### src/rtl/multicycle_ctrl.sv
// Multicycle control unit for an RV32I subset (R/I ALU, lw, sw, beq).
// Sequences IF/ID/EX/MEM/WB and drives the ALU op code and datapath strobes.
module multicycle_ctrl (
  input  logic        clk,
  input  logic        rst,
  input  logic [31:0] instr,
  input  logic        zero,
  output logic [3:0]  alu_op,
  output logic        alu_src,
  output logic        mem_read,
  output logic        mem_write,
  output logic        reg_write,
  output logic        mem_to_reg,
  output logic        pc_src,
  output logic        load_pc,
  output logic        illegal,
  output logic [2:0]  state
);

  localparam int unsigned OP_W = 4;

  typedef enum logic [2:0] {
    S_IF  = 3'b000,
    S_ID  = 3'b001,
    S_EX  = 3'b010,
    S_MEM = 3'b011,
    S_WB  = 3'b100
  } state_t;

  typedef enum logic [2:0] {
    C_ALU_R = 3'd0,
    C_ALU_I = 3'd1,
    C_LW    = 3'd2,
    C_SW    = 3'd3,
    C_BEQ   = 3'd4
  } cls_t;

  localparam logic [OP_W-1:0] OP_AND = 4'b0000;
  localparam logic [OP_W-1:0] OP_OR  = 4'b0001;
  localparam logic [OP_W-1:0] OP_ADD = 4'b0010;
  localparam logic [OP_W-1:0] OP_SUB = 4'b0110;
  localparam logic [OP_W-1:0] OP_LT  = 4'b0100;
  localparam logic [OP_W-1:0] OP_XOR = 4'b0101;
  localparam logic [OP_W-1:0] OP_SRL = 4'b1000;
  localparam logic [OP_W-1:0] OP_SLL = 4'b1001;
  localparam logic [OP_W-1:0] OP_SRA = 4'b1010;

  state_t          cur_state, next_state;
  logic [31:0]     ir;
  logic [6:0]      opcode, funct7;
  logic [2:0]      funct3;
  logic            dec_legal;
  cls_t            dec_cls;
  logic [OP_W-1:0] dec_op;
  logic            unused_ir;

  assign opcode    = ir[6:0];
  assign funct3    = ir[14:12];
  assign funct7    = ir[31:25];
  assign unused_ir = ^{ir[24:15], ir[11:7]};
  assign state     = cur_state;

  // State register and instruction latch (ir only captured in IF)
  always_ff @(posedge clk) begin
    if (rst) begin
      cur_state <= S_IF;
      ir        <= 32'h0;
    end else begin
      cur_state <= next_state;
      if (cur_state == S_IF) ir <= instr;
    end
  end

  // Instruction decode from the latched ir
  always_comb begin
    dec_legal = 1'b0;
    dec_cls   = C_ALU_R;
    dec_op    = OP_ADD;
    case (opcode)
      7'b0110011: begin
        dec_cls = C_ALU_R;
        if (funct7 == 7'b0000000) begin
          dec_legal = 1'b1;
          case (funct3)
            3'b000:  dec_op = OP_ADD;
            3'b001:  dec_op = OP_SLL;
            3'b010:  dec_op = OP_LT;
            3'b100:  dec_op = OP_XOR;
            3'b101:  dec_op = OP_SRL;
            3'b110:  dec_op = OP_OR;
            3'b111:  dec_op = OP_AND;
            default: dec_legal = 1'b0;
          endcase
        end else if (funct7 == 7'b0100000) begin
          if (funct3 == 3'b000) begin
            dec_legal = 1'b1;
            dec_op    = OP_SUB;
          end else if (funct3 == 3'b101) begin
            dec_legal = 1'b1;
            dec_op    = OP_SRA;
          end
        end
      end
      7'b0010011: begin
        dec_cls   = C_ALU_I;
        dec_legal = 1'b1;
        case (funct3)
          3'b000: dec_op = OP_ADD;
          3'b010: dec_op = OP_LT;
          3'b100: dec_op = OP_XOR;
          3'b110: dec_op = OP_OR;
          3'b111: dec_op = OP_AND;
          3'b001: begin
            dec_op    = OP_SLL;
            dec_legal = (funct7 == 7'b0000000);
          end
          3'b101: begin
            if (funct7 == 7'b0000000)      dec_op = OP_SRL;
            else if (funct7 == 7'b0100000) dec_op = OP_SRA;
            else                           dec_legal = 1'b0;
          end
          default: dec_legal = 1'b0;
        endcase
      end
      7'b0000011: begin
        dec_cls   = C_LW;
        dec_legal = (funct3 == 3'b010);
      end
      7'b0100011: begin
        dec_cls   = C_SW;
        dec_legal = (funct3 == 3'b010);
      end
      7'b1100011: begin
        dec_cls   = C_BEQ;
        dec_legal = (funct3 == 3'b000);
        dec_op    = OP_SUB;
      end
      default: dec_legal = 1'b0;
    endcase
    if (!dec_legal) dec_op = OP_ADD;
  end

  // Next-state and Moore outputs; pc_src follows zero only in EX of beq
  always_comb begin
    next_state = S_IF;
    alu_op     = OP_ADD;
    alu_src    = 1'b0;
    mem_read   = 1'b0;
    mem_write  = 1'b0;
    reg_write  = 1'b0;
    mem_to_reg = 1'b0;
    pc_src     = 1'b0;
    load_pc    = 1'b0;
    illegal    = 1'b0;
    if (cur_state != S_IF && dec_legal) begin
      alu_op  = dec_op;
      alu_src = (dec_cls == C_ALU_I) || (dec_cls == C_LW) || (dec_cls == C_SW);
    end
    case (cur_state)
      S_IF: next_state = S_ID;
      S_ID: begin
        if (dec_legal) begin
          next_state = S_EX;
        end else begin
          illegal    = 1'b1;
          load_pc    = 1'b1;
          next_state = S_IF;
        end
      end
      S_EX: begin
        case (dec_cls)
          C_LW, C_SW: next_state = S_MEM;
          C_BEQ: begin
            load_pc    = 1'b1;
            pc_src     = zero;
            next_state = S_IF;
          end
          default: next_state = S_WB;
        endcase
      end
      S_MEM: begin
        if (dec_cls == C_LW) begin
          mem_read   = 1'b1;
          next_state = S_WB;
        end else begin
          mem_write  = (dec_cls == C_SW);
          load_pc    = 1'b1;
          next_state = S_IF;
        end
      end
      S_WB: begin
        reg_write  = 1'b1;
        mem_to_reg = (dec_cls == C_LW);
        load_pc    = 1'b1;
        next_state = S_IF;
      end
      default: next_state = S_IF;
    endcase
    // Reset cycle: nothing may strobe, whatever state we are leaving
    if (rst) begin
      alu_op     = OP_ADD;
      alu_src    = 1'b0;
      mem_read   = 1'b0;
      mem_write  = 1'b0;
      reg_write  = 1'b0;
      mem_to_reg = 1'b0;
      pc_src     = 1'b0;
      load_pc    = 1'b0;
      illegal    = 1'b0;
    end
  end

endmodule
### config.mk
export PLATFORM = sky130hd
export DESIGN_NAME = multicycle_ctrl
export DESIGN_NICKNAME = d
export VERILOG_FILES = /design/src/rtl/multicycle_ctrl.sv
export SDC_FILE = /design/constraint.sdc
export NUM_CORES = 1
export LEC_CHECK = 0
export ABC_CLOCK_PERIOD_IN_PS = 3060
export BUFFER_PORTS_ARGS = -buffer_cell sky130_fd_sc_hd__buf_2
export CORE_MARGIN = 2
export CORE_UTILIZATION = 23
export DETAILED_ROUTE_END_ITERATION = 16
export GPL_TIMING_DRIVEN = 0
export PLACE_DENSITY = 0.42
export SLEW_MARGIN = 40
export SYNTH_ARGS = -nofsm -noshare
export SYNTH_HDL_FRONTEND = slang
export SYNTH_SLANG_ARGS = --single-unit
### constraint.sdc
create_clock -name clk -period 3.06 [get_ports clk]
set_input_delay 0.153 -clock clk [delete_from_list [all_inputs] [get_ports clk]]
set_output_delay 0.153 -clock clk [all_outputs]
set_load 0.01 [all_outputs]
==> results.sh <==
export IMPL_yosysTopAreaCell="dfxtp_1"
export IMPL_tightest_slew_ps=568.7
export IMPL_grt_pass1_wl_um=5147
export IMPL_cp_depth=6
export IMPL_ant_nets=0
export IMPL_yosysWarnings=0
export IMPL_status="complete, no violations"
export IMPL_startpoint_type="register"
export IMPL_port_buffers=33
export IMPL_setup_viol=0
export IMPL_yosys_area_top_type_share=0.3412
export IMPL_hold_viol_final=0
export IMPL_synth_cell_types=37
export IMPL_root_buffer="clkbuf_8"
export IMPL_clk_latency_ps=260
export IMPL_clock_sinks=20
export IMPL_die_x_um=75.44
export IMPL_crit_required_ps=2910
export IMPL_end_kind="output port"
export IMPL_synth_area_top_cells="dfxtp_1 (34%), nand2_1 (12%), a21oi_1 (7.7%), clkbuf_1 (3.8%), nor2_1 (2.9%)"
export IMPL_regToRegEndpoint="state[1]$_SDFF_PP0_"
export IMPL_peakVddDrop_mv=0.2008
export IMPL_fillCellCount=556
export IMPL_ios=50
export IMPL_cts_hold_buf=0
export IMPL_setup_slack_ps=326.2
export IMPL_netlist_area_sq_um=1174
export IMPL_synth_edf_count=0
export IMPL_grt_max_degree=13
export IMPL_min_period_ps=2734
export IMPL_cts_setup_buffers=0
export IMPL_crit_start="ir[31]$_SDFFE_PP0N_"
export IMPL_synthCells=158
export IMPL_start_util=0.2436
export IMPL_ys_seq_area_frac=0.3412
export IMPL_power_per_cell_area_nw_per_um2=449.3
export IMPL_critPathCapture="alu_op[2]"
export IMPL_worst_setup_path_type="reg -> out"
export IMPL_diodes=0
export IMPL_fmax_ghz=0.3658
export IMPL_syn_num_nets=193
export IMPL_place_hpwl_um=2405
export IMPL_cts_made_buffers=3
export IMPL_die_y_um=75.44
export IMPL_layout_drive_gt1_share=0.2308
export IMPL_cts_buffer_depth=2
export IMPL_htree_levels=1
export IMPL_path_cells="or4_4 > nor3_4 > a32oi_1 > o311a_4 > a2111oi_0 > buf_2"
export IMPL_vias=1215
export IMPL_p_leak_uw=0.0006052
export IMPL_place_congestion=0.7744
export IMPL_cts_repair_resized=0
export IMPL_fin_crit_sh=0.8934
export IMPL_finalPower_uw=671.2
export IMPL_cp_max_fo=8
export IMPL_vias_per_cell=4.637
export IMPL_synth_most_common_cell="nand2_1"
export IMPL_cpMaxStageDelayCell="or4_4"
export IMPL_drc=0
export IMPL_hp_class="in -> reg"
export IMPL_path_clk_slew_ps=80
export IMPL_final_util=0.3101
export IMPL_wl_per_cell_um=12.36
export IMPL_fin_nets=231
export IMPL_grt_usage=0.1177
export IMPL_die_area_sq_um=5690
export IMPL_rr_worst_depth=5
export IMPL_slew_viol_final=0
export IMPL_grt_setup_unrepaired="false"
export IMPL_ys_top_cells_by_count="nand2_1 (37), dfxtp_1 (20), a21oi_1 (18)"
export IMPL_antenna_found_initial=0
export IMPL_grt_pass1_vias=1086
export IMPL_coreArea_sq_um=4817
export IMPL_cts_tree="done"
export IMPL_first_pass_iters=4
export IMPL_ys_ff_latch=20
export IMPL_r2r_start="ir[31]$_SDFFE_PP0N_"
export IMPL_cp_top_family="compound AO/OA/AOI/OAI gates"
export IMPL_totalWireLength_um=3239
export IMPL_r2r_slack_ps=1110
export IMPL_maxCapViolCount=0
export IMPL_arrival_ps=2580
export IMPL_overflow=0
export IMPL_path_buf_inv=1
export IMPL_avgSynthCellArea_sq_um=7.428
export IMPL_tns_ps=0
export IMPL_rows=25
export IMPL_slowest_delay_ps=580
export IMPL_drt_initial_drc_count=85
export IMPL_areaGrowthSynthToFinish_pct=27.29
export IMPL_skew_ps=3.683
export IMPL_ys_flop_type="dfxtp_1"
export IMPL_dpl_worst_slack_ps=643.6
export IMPL_synthArstFlopShare=0
export IMPL_max_slew_margin=0.6157
-- metal layers --
metal,global-route usage,vias to the layer above,part of all wire
li1,-,635,-
met1,0.1724,552,0.50
met2,0.1700,26,0.45
met3,0.02910,2,0.046
met4,0.03509,0,0.0052
met5,0,-,0
-- stage by stage --
step                instances  cell area [sq um]  hold slack (ps)
floorplan                 158               1174            289.0
global placement          258               1423            399.5
finish                    262               1494            120.3
CTS                       262               1494            116.8
detailed placement        258               1423            400.6
global route              262               1494            119.3
-- registers in the layout, indices dropped and copies added (netlist names) --
name and flops:
ir 17, state 3
-- where the power goes --
| part | leakage [uW] | switching (uW) | internal, uW |
|---|---|---|---|
| sequential | 0.000165 | 12.8 | 276 |
| combinational | 0.000404 | 64.2 | 43.4 |
| clock | 0.0000357 | 100 | 175 |
-- worst reg2reg max path, cell delays in order, from the launching register on --
cell and delay (ps):
dfxtp_1 320, or4_4 580, nor3_4 180, a32oi_1 140
o311a_4 420, o31ai_1 230
-- area by class of cell --
cell class              count  area, sq um  area share
multi-input cells         120        705.7      0.4724
clock buffers               3        41.29     0.02764
flip-flops and latches     20        400.4      0.2680
inverters                   6        22.52     0.01508
clock inverters             1        30.03     0.02010
repair buffers             33        165.2      0.1106
plain buffers              12        45.04     0.03015
well taps                  67        83.83     0.05611
-- cell families after synthesis --
group / Yosys count / synth area share
AOI/OAI and AO/OA: 35 / 0.2068
buffers and inverters: 18 / 0.05757
muxes: 3 / 0.02772
and+or+nand+nor: 79 / 0.3444
xor gates and xnor gates: 3 / 0.02239
DFF: 20 / 0.3411
-- worst min-delay path by stage --
stage,end,from,depth (start not counted)
3_5_place_dp,ir[13]$_SDFFE_PP0N_,instr[13],3
2_1_floorplan,ir[25]$_SDFFE_PP0N_,instr[25],2
3_3_place_gp,ir[0]$_SDFFE_PP0N_,instr[0],3
4_1_cts,ir[13]$_SDFFE_PP0N_,instr[13],3
6_report,ir[13]$_SDFFE_PP0N_,instr[13],3
5_1_grt,ir[13]$_SDFFE_PP0N_,instr[13],3
-- layout by cell type (no fill, tap or decap), drive strengths merged, types with 2 or more instances in the layout --
master,n
o211ai,3
o31ai,2
nor4,4
xor2,2
nor3,8
or4,2
or3,2
nand3,6
inv,6
dfxtp,20
a2111oi,2
and2,2
buf,33
nand2,37
a211oi,2
a21oi,18
clkbuf,15
mux2,2
nor2,9
nor2b,2
No activity file was read; power rests on OpenSTA's default activity.
